<file path="config.mk">
export PLATFORM = sky130hd
export DESIGN_NAME = sc_sidemove_controller_flat
export DESIGN_NICKNAME = d
export VERILOG_FILES = /design/src/rtl/sc_sidemove_controller_if.sv /design/src/rtl/sc_sidemove_controller.sv /design/src/flat_wrapper.sv
export SDC_FILE = /design/constraint.sdc
export NUM_CORES = 1
export LEC_CHECK = 0
export CORE_MARGIN = 2
export CORE_UTILIZATION = 45
export CTS_CLUSTER_SIZE = 30
export DETAILED_ROUTE_END_ITERATION = 8
export GPL_TIMING_DRIVEN = 0
export PLACE_DENSITY_LB_ADDON = 0.2
export SKIP_LAST_GASP = 1
export SLEW_MARGIN = 20
export SYNTH_ARGS = -nofsm -noshare
export SYNTH_HDL_FRONTEND = slang
export SYNTH_SLANG_ARGS = --single-unit
</file>
<file path="constraint.sdc">
create_clock -name SC_SIDEMOVE_CLOCK_50 -period 4.5 [get_ports SC_SIDEMOVE_CLOCK_50]
set_input_delay 0.675 -clock SC_SIDEMOVE_CLOCK_50 [delete_from_list [all_inputs] [get_ports SC_SIDEMOVE_CLOCK_50]]
set_output_delay 0.675 -clock SC_SIDEMOVE_CLOCK_50 [all_outputs]
set_load 0.01 [all_outputs]
</file>
<file path="src/rtl/sc_sidemove_controller_if.sv">
// Button/position bundle between the debounced inputs, the sidemove sequencer and the playfield.
// master drives the active-low requests; slave is the sequencer side.
interface sc_sidemove_controller_if #(
    parameter int unsigned SIDEMOVE_DATAWIDTH = 4
);
    logic                          SC_SIDEMOVE_left_InLow;
    logic                          SC_SIDEMOVE_right_InLow;
    logic                          SC_SIDEMOVE_load_InLow;
    logic [SIDEMOVE_DATAWIDTH-1:0] SC_SIDEMOVE_data_OutBUS;
    logic                          SC_SIDEMOVE_side_OutLow;
    logic                          SC_SIDEMOVE_blocked_Out;
    logic                          SC_SIDEMOVE_busy_Out;

    modport master (
        output SC_SIDEMOVE_left_InLow,
        output SC_SIDEMOVE_right_InLow,
        output SC_SIDEMOVE_load_InLow,
        input  SC_SIDEMOVE_data_OutBUS,
        input  SC_SIDEMOVE_side_OutLow,
        input  SC_SIDEMOVE_blocked_Out,
        input  SC_SIDEMOVE_busy_Out
    );

    modport slave (
        input  SC_SIDEMOVE_left_InLow,
        input  SC_SIDEMOVE_right_InLow,
        input  SC_SIDEMOVE_load_InLow,
        output SC_SIDEMOVE_data_OutBUS,
        output SC_SIDEMOVE_side_OutLow,
        output SC_SIDEMOVE_blocked_Out,
        output SC_SIDEMOVE_busy_Out
    );
endinterface

</file>
<file path="src/rtl/sc_sidemove_controller.sv">
// Lateral-move sequencer for the car lane register: IDLE -> SHIFT -> COOLDOWN with auto-repeat.
// Define SIDEMOVE_WRAP_EN to rotate at the sides instead of refusing outward moves.
module sc_sidemove_controller #(
    parameter int unsigned                 SIDEMOVE_DATAWIDTH = 4,
    parameter int unsigned                 SIDEMOVE_REPEAT    = 8,
    parameter logic [SIDEMOVE_DATAWIDTH-1:0] SIDEMOVE_STARTPOS  = SIDEMOVE_DATAWIDTH'(4'b0100)
) (
    input logic                     SC_SIDEMOVE_CLOCK_50,
    input logic                     SC_SIDEMOVE_RESET_InLow,
    sc_sidemove_controller_if.slave bus
);
    localparam int unsigned W    = SIDEMOVE_DATAWIDTH;
    localparam int unsigned CntW = $clog2(SIDEMOVE_REPEAT) + 1;
    localparam logic [CntW-1:0] CntReload = CntW'(SIDEMOVE_REPEAT - 1);
    localparam logic [W-1:0]    LsbOnly   = W'(1);
    localparam logic [W-1:0]    MsbOnly   = {1'b1, {(W-1){1'b0}}};

    typedef enum logic [1:0] {StIdle, StShift, StCooldown} state_e;

    state_e          stateQ, stateD;
    logic [W-1:0]    dataQ, dataD;
    logic [CntW-1:0] cntQ, cntD;
    logic            dirQ, dirD;
    logic            blockedQ, blockedD;

    logic            leftReq, rightReq, loadReq;
    logic            outwardBlocked;
    logic [W-1:0]    shiftedLeft, shiftedRight;

    assign leftReq  = ~bus.SC_SIDEMOVE_left_InLow;
    assign rightReq = ~bus.SC_SIDEMOVE_right_InLow;
    assign loadReq  = ~bus.SC_SIDEMOVE_load_InLow;

`ifdef SIDEMOVE_WRAP_EN
    // Rotation makes every move legal, so nothing is ever refused.
    assign shiftedLeft    = {dataQ[W-2:0], dataQ[W-1]};
    assign shiftedRight   = {dataQ[0], dataQ[W-1:1]};
    assign outwardBlocked = 1'b0;
`else
    assign shiftedLeft    = dataQ << 1;
    assign shiftedRight   = dataQ >> 1;
    assign outwardBlocked = (leftReq & dataQ[W-1]) | (rightReq & dataQ[0]);
`endif

    always_comb begin
        stateD   = stateQ;
        dataD    = dataQ;
        cntD     = cntQ;
        dirD     = dirQ;
        blockedD = 1'b0;
        case (stateQ)
            StIdle: begin
                if (loadReq) begin
                    dataD = SIDEMOVE_STARTPOS;
                end else if (leftReq ^ rightReq) begin
                    if (outwardBlocked) begin
                        blockedD = 1'b1;
                    end else begin
                        dirD   = leftReq;
                        stateD = StShift;
                    end
                end
            end
            StShift: begin
                if (loadReq) begin
                    dataD  = SIDEMOVE_STARTPOS;
                    stateD = StIdle;
                end else begin
                    dataD  = dirQ ? shiftedLeft : shiftedRight;
                    cntD   = CntReload;
                    stateD = StCooldown;
                end
            end
            StCooldown: begin
                if (loadReq) begin
                    dataD  = SIDEMOVE_STARTPOS;
                    cntD   = '0;
                    stateD = StIdle;
                end else if (cntQ == '0) begin
                    stateD = StIdle;
                end else begin
                    cntD = cntQ - 1'b1;
                end
            end
            default: stateD = StIdle;
        endcase
    end

    always_ff @(posedge SC_SIDEMOVE_CLOCK_50) begin
        if (!SC_SIDEMOVE_RESET_InLow) begin
            stateQ   <= StIdle;
            dataQ    <= SIDEMOVE_STARTPOS;
            cntQ     <= '0;
            dirQ     <= 1'b0;
            blockedQ <= 1'b0;
        end else begin
            stateQ   <= stateD;
            dataQ    <= dataD;
            cntQ     <= cntD;
            dirQ     <= dirD;
            blockedQ <= blockedD;
        end
    end

    assign bus.SC_SIDEMOVE_data_OutBUS = dataQ;
    assign bus.SC_SIDEMOVE_side_OutLow = ~((dataQ == MsbOnly) | (dataQ == LsbOnly));
    assign bus.SC_SIDEMOVE_blocked_Out = blockedQ;
    assign bus.SC_SIDEMOVE_busy_Out    = (stateQ != StIdle);
endmodule
</file>
<file path="src/flat_wrapper.sv">
// flat-port wrapper written by rule: the top's interface ports become plain ports
module sc_sidemove_controller_flat 
#(
    parameter int unsigned                 SIDEMOVE_DATAWIDTH = 4,
    parameter int unsigned                 SIDEMOVE_REPEAT    = 8,
    parameter logic [SIDEMOVE_DATAWIDTH-1:0] SIDEMOVE_STARTPOS  = SIDEMOVE_DATAWIDTH'(4'b0100)
)
  (SC_SIDEMOVE_CLOCK_50, SC_SIDEMOVE_RESET_InLow, bus_SC_SIDEMOVE_left_InLow, bus_SC_SIDEMOVE_right_InLow, bus_SC_SIDEMOVE_load_InLow, bus_SC_SIDEMOVE_data_OutBUS, bus_SC_SIDEMOVE_side_OutLow, bus_SC_SIDEMOVE_blocked_Out, bus_SC_SIDEMOVE_busy_Out);
  sc_sidemove_controller_if #(.SIDEMOVE_DATAWIDTH(SIDEMOVE_DATAWIDTH)) bus_i ();
  input logic SC_SIDEMOVE_CLOCK_50;
  input logic SC_SIDEMOVE_RESET_InLow;
  input wire logic [$bits(bus_i.SC_SIDEMOVE_left_InLow)-1:0] bus_SC_SIDEMOVE_left_InLow;
  input wire logic [$bits(bus_i.SC_SIDEMOVE_right_InLow)-1:0] bus_SC_SIDEMOVE_right_InLow;
  input wire logic [$bits(bus_i.SC_SIDEMOVE_load_InLow)-1:0] bus_SC_SIDEMOVE_load_InLow;
  output wire logic [$bits(bus_i.SC_SIDEMOVE_data_OutBUS)-1:0] bus_SC_SIDEMOVE_data_OutBUS;
  output wire logic [$bits(bus_i.SC_SIDEMOVE_side_OutLow)-1:0] bus_SC_SIDEMOVE_side_OutLow;
  output wire logic [$bits(bus_i.SC_SIDEMOVE_blocked_Out)-1:0] bus_SC_SIDEMOVE_blocked_Out;
  output wire logic [$bits(bus_i.SC_SIDEMOVE_busy_Out)-1:0] bus_SC_SIDEMOVE_busy_Out;
  assign bus_i.SC_SIDEMOVE_left_InLow = bus_SC_SIDEMOVE_left_InLow;
  assign bus_i.SC_SIDEMOVE_right_InLow = bus_SC_SIDEMOVE_right_InLow;
  assign bus_i.SC_SIDEMOVE_load_InLow = bus_SC_SIDEMOVE_load_InLow;
  assign bus_SC_SIDEMOVE_data_OutBUS = bus_i.SC_SIDEMOVE_data_OutBUS;
  assign bus_SC_SIDEMOVE_side_OutLow = bus_i.SC_SIDEMOVE_side_OutLow;
  assign bus_SC_SIDEMOVE_blocked_Out = bus_i.SC_SIDEMOVE_blocked_Out;
  assign bus_SC_SIDEMOVE_busy_Out = bus_i.SC_SIDEMOVE_busy_Out;
  sc_sidemove_controller #(.SIDEMOVE_DATAWIDTH(SIDEMOVE_DATAWIDTH), .SIDEMOVE_REPEAT(SIDEMOVE_REPEAT), .SIDEMOVE_STARTPOS(SIDEMOVE_STARTPOS)) u_core (.SC_SIDEMOVE_CLOCK_50(SC_SIDEMOVE_CLOCK_50), .SC_SIDEMOVE_RESET_InLow(SC_SIDEMOVE_RESET_InLow), .bus(bus_i));
endmodule
</file>
=== Word level (Yosys, flattened, before mapping) ===
Index checks and enable logic that the tools add are counted.

* Flip-flop bits (word level): 12
* Input port bits: 5
* Output and inout bits: 7
* Word-level logic and storage cells: 53

* Add/sub/neg operators: 1
* Equality and inequality tests: 11
* Multiplexer cells: 16
* Bitwise logic cells: 9
* Reductions and logical operators: 11

{| class="wikitable"
|+ Operators with widths
! kind !! count
|-
| 4-bit two-way mux || 6
|-
| 4-bit case mux with 2 select lines || 2
|-
| 2-bit two-way mux || 6
|-
| 4-bit AND reduction || 3
|-
| 2-bit inequality test (second input constant) || 4
|-
| 2-bit case mux with 3 select lines || 1
|-
| 2-bit nonzero test || 3
|-
| 4-bit by 1-bit == test with 1-bit output (second input constant) || 1
|-
| 4-bit == test (second input constant) || 1
|-
| 4-bit logical NOT || 1
|-
| 1-bit inverter || 4
|-
| 4-bit by 1-bit subtractor with 4-bit output (second input constant) || 1
|-
| 3-bit by 2-bit inequality test with 1-bit output (second input constant) || 1
|-
| 3-bit inequality test (second input constant) || 1
|-
| 3-bit AND reduction || 1
|-
| 1-bit bitwise AND || 2
|-
| 2-bit by 1-bit == test with 1-bit output (second input constant) || 1
|-
| 2-bit == test (second input constant) || 1
|-
| 2-bit logical NOT || 1
|-
| 2-bit by 1-bit inequality test with 1-bit output (second input constant) || 1
|-
| 1-bit OR || 2
|-
| 2-bit AND reduction || 1
|-
| 2-bit OR reduction || 1
|-
| 1-bit two-way mux || 1
|-
| 1-bit XOR || 1
|}

=== Logic depth before layout (Yosys ltp) ===
* Word-level depth: 7
* Mapped depth: 6
* Depth with buffers taken out: 6

=== Least setup slack after synthesis ===
OpenSTA, ideal clock, no wires.

* Path type: reg2out
* Start: register u_core.dataQ[0], in the netlist u_core.bus.SC_SIDEMOVE_data_OutBUS[0]
* End: output port bus_SC_SIDEMOVE_side_OutLow
* Data arrival time: 873 ps
* Data required time: 3,825 ps
* Path slack: 2,952 ps
* Stages on the path, launching flop included: 3
* Buffers on the path: 0
* Cell sequence: dfxtp_1 > xnor2_1 > or3_1

* Cells in the longest elaborated chain, start to end: 3
* Elaborated cells between the ends (all ways): 4
* Classes of those cells: 2 x eq/ne; 2 x bitwise

{| class="wikitable"
|+ RTL lines
! element !! line !! text
|-
| start, declared || sc_sidemove_controller.sv:21 || <nowiki>logic [W-1:0] dataQ, dataD;</nowiki>
|-
| start signal, assigned || sc_sidemove_controller.sv:98 || <nowiki>dataQ <= dataD;</nowiki>
|-
| 4-bit == test / 4-bit by 1-bit == test with 1-bit output (equally long branches) || sc_sidemove_controller.sv:106 || <nowiki>assign bus.SC_SIDEMOVE_side_OutLow = ~((dataQ == MsbOnly) | (dataQ == LsbOnly));</nowiki>
|-
| 1-bit OR (*) || sc_sidemove_controller.sv:106 ||
|-
| 1-bit inverter (*) || sc_sidemove_controller.sv:106 ||
|-
| end, declared || flat_wrapper.sv:16 || <nowiki>output wire logic [$bits(bus_i.SC_SIDEMOVE_side_OutLow)-1:0] bus_SC_SIDEMOVE_side_OutLow;</nowiki>
|}

Every way passes the cells marked *; elsewhere a longest branch is shown, timed or not.

=== Final worst setup path ===
* Start: register u_core.stateQ[1]
* End: output port bus_SC_SIDEMOVE_busy_Out

* Cells in the longest elaborated chain, start to end: 1

{| class="wikitable"
|+ RTL lines
! element !! line !! text
|-
| start, declared || sc_sidemove_controller.sv:20 || <nowiki>state_e stateQ, stateD;</nowiki>
|-
| start signal, assigned || sc_sidemove_controller.sv:91 || <nowiki>stateQ <= StIdle;</nowiki>
|-
| start signal, assigned || sc_sidemove_controller.sv:97 || <nowiki>stateQ <= stateD;</nowiki>
|-
| 2-bit nonzero test || sc_sidemove_controller.sv:108 || <nowiki>assign bus.SC_SIDEMOVE_busy_Out = (stateQ != StIdle);</nowiki>
|-
| end, declared || flat_wrapper.sv:18 || <nowiki>output wire logic [$bits(bus_i.SC_SIDEMOVE_busy_Out)-1:0] bus_SC_SIDEMOVE_busy_Out;</nowiki>
|}

Every way passes these cells.

==> run metrics <==
CP dominant cell by count inv_1; GPL Wtd Cong 0.722; Layout Skew 0.00137 ns; CP max FO 6; die height 43.7 um; Die W 43.7 um; Net Count, Synth 93; clock slew at reported path FFs 0.08 ns; Inserted Diodes 0; largest net degree at the start of global routing 11; hold-fix buffers at CTS 0; WP buf/inv 3; largest stage delay on the critical path 0.53 ns; first-pass GRT wire length 2480 um; Max Freq 420 MHz; Worst Tran Pin Value 0.448 ns; Main synth FF type dfxtp_1; worst skew pair latency 0.28 ns; crit path cell chain inv_1, ha_1, inv_1, clkdlybuf4s50_1; commonest non-fill, non-tap cells in the layout 12 x dfxtp_1, 11 x clkdlybuf4s50_1, 9 x nand2_1, 9 x o21ai_0, 8 x inv_1; Slew Viols, Final 0; Min-Delay Path Class flop to flop; DRC Markers 0; NumNets Final 109; CP arrival 1.70 ns; P_leak 0.345 nW; sequential power share 46.5%; drt first pass iters 4; max_cap viols 0; clock share of power 35.5%; status complete, no violations; Fin. Hold Viols 0; Net Sw Frac 26.6%; total setup buffers inserted after CTS 0; Req. time, crit path 3.83 ns; initial core utilization 47.7%; RSZ-0062 raised after global routing no; total power 0.248 mW; Total GRT Usage 18.2%; CTS H-tree depth 1; async set-reset flop share out of synthesis 0%; leading cell type in the layout, fill and taps excluded dfxtp_1; CP top delay family buffers and inverters; share of layout cells above drive strength 1 7.14%; syn avg cell area 8.56 um^2; critical path's slowest cell clkdlybuf4s50_1; core area 1490 um^2; post-layout minimum cycle time 2.38 ns; CTS resizes 0; TritonCTS clock tree built; # IOs 12; Mapped Cells 83; Setup TNS Final 0 ns; Initial DRC Count 4; post-detail-place hpwl 1080 um; number of CTS-inserted buffers 3; Routed WL per cell 12.7 um; Max clock buf depth 2; Final period util 52.9%; Pint 0.182 mW; antenna violations before repair 0; final core utilization 58.9%; worst relative slew slack 70.1%; Yosys cell types 30; sequential area share after synthesis 33.8%; Pwr Density 283 nW/um^2; maximum VDD drop 169 uV; area of the mapped netlist 711 um^2; Yosys warning count 0; I/O Buffers 11; via count 618; clock sink count 12; num rows 14; endpoints failing setup 0; grt ovf 0; NetSw 0.0662 mW; Comb power frac 18.0%; DRT antenna net count 0; Startpoint Class flop; Post-Route WL 1450 um; kind of critical path flop to primary output; Clock Tree Root clkbuf_4; Post-synth EDFFs 0; Layout area overhead 23.4%; vias in the first global route 585; DIE AREA 1910 um^2; vias per cell 5.42; CP Capture Type primary output; Fill cells 134; synthesized flop and latch total 12
-- sequential cells by signal (all words and copies together) (netlist names) --
signal and count:
u_core.cntQ 4, u_core.dirQ 1, u_core.bus.SC_SIDEMOVE_data_OutBUS 4, u_core.bus.SC_SIDEMOVE_blocked_Out 1, u_core.stateQ 2
-- cell type report --
cell class,instances,area (um^2),share of cell area (%)
Buffer,1,3.75,0.428
Inverter,8,30.0,3.42
Tap cell,16,20.0,2.28
Sequential cell,12,240,27.4
Clock buffer,4,36.3,4.14
Timing Repair Buffer,11,110,12.6
Multi-Input combinational cell,62,437,49.8
-- worst paths after layout --
path | from | end | slack [ns] | depth (start not counted)
max | u_core.stateQ[1] | bus_SC_SIDEMOVE_busy_Out | 2.12 | 4
min | u_core.cntQ[3] | u_core.cntQ[3] | 0.51 | 2
max reg2reg | u_core.stateQ[0] | u_core.cntQ[3] | 2.83 | 6
min reg2reg | u_core.cntQ[3] | u_core.cntQ[3] | 0.51 | 2
-- worst register-to-register path, stage by stage, from the launching register on --
cell and delay [ns]:
dfxtp_1 0.42, inv_1 0.09, ha_1 0.28, nand2_1 0.17, o21ai_0 0.10, or4_1 0.40, a21boi_1 0.13
-- cell families (layout without fill, tap and decap cells) --
group | Yosys count | after routing | share of synthesized area, %
buf+inv | 9 | 24 | 4.75
mux | 2 | 2 | 2.82
flops | 12 | 12 | 33.8
xor+xnor | 1 | 1 | 1.23
compound gates | 23 | 23 | 22.2
simple gates | 31 | 31 | 26.4
fa+ha+maj | 5 | 5 | 8.80
-- power groups by stage --
| stage | Clock (mW) | Sequential, mW | Combinational [mW] |
|---|---|---|---|
| floorplan | 0 | 0.117 | 0.0315 |
| global placement | 0 | 0.118 | 0.0438 |
| detailed placement | 0 | 0.118 | 0.0451 |
| CTS | 0.0909 | 0.116 | 0.0453 |
| global route | 0.0947 | 0.116 | 0.0505 |
| finish | 0.0880 | 0.116 | 0.0447 |
-- synthesized netlist by cell type, types with 2 or more instances --
cell / count / area, um^2
nand2b_1: 2 / 12.5
nor2b_1: 4 / 25.0
dfxtp_1: 12 / 240
o211a_1: 3 / 30.0
nor2_1: 3 / 11.3
nor3b_1: 2 / 15.0
a32oi_1: 2 / 17.5
ha_1: 5 / 62.6
nand3b_1: 2 / 15.0
mux2i_1: 2 / 20.0
a21oi_1: 3 / 15.0
nand3_1: 2 / 10.0
nand2_1: 9 / 33.8
o21ai_0: 9 / 45.0
inv_1: 8 / 30.0
-- layer usage --
layer	part of all wire, %	track usage, %	routed length (um)
met1	42	19.8	609
met2	48	30.0	700
met3	5.9	3.75	86
met4	3.8	14.5	55
met5	0	0	0
-- stage by stage --
stage	hold slack (ns)	worst slack, ns	area, um^2	cells
6_report	0.511	2.12	877	114
5_1_grt	0.515	2.01	877	114
4_1_cts	0.501	2.10	877	114
3_5_place_dp	0.487	2.23	841	110
3_3_place_gp	0.480	2.26	841	110
2_1_floorplan	0.461	2.95	711	83
Power figures use the tool's default switching activity.
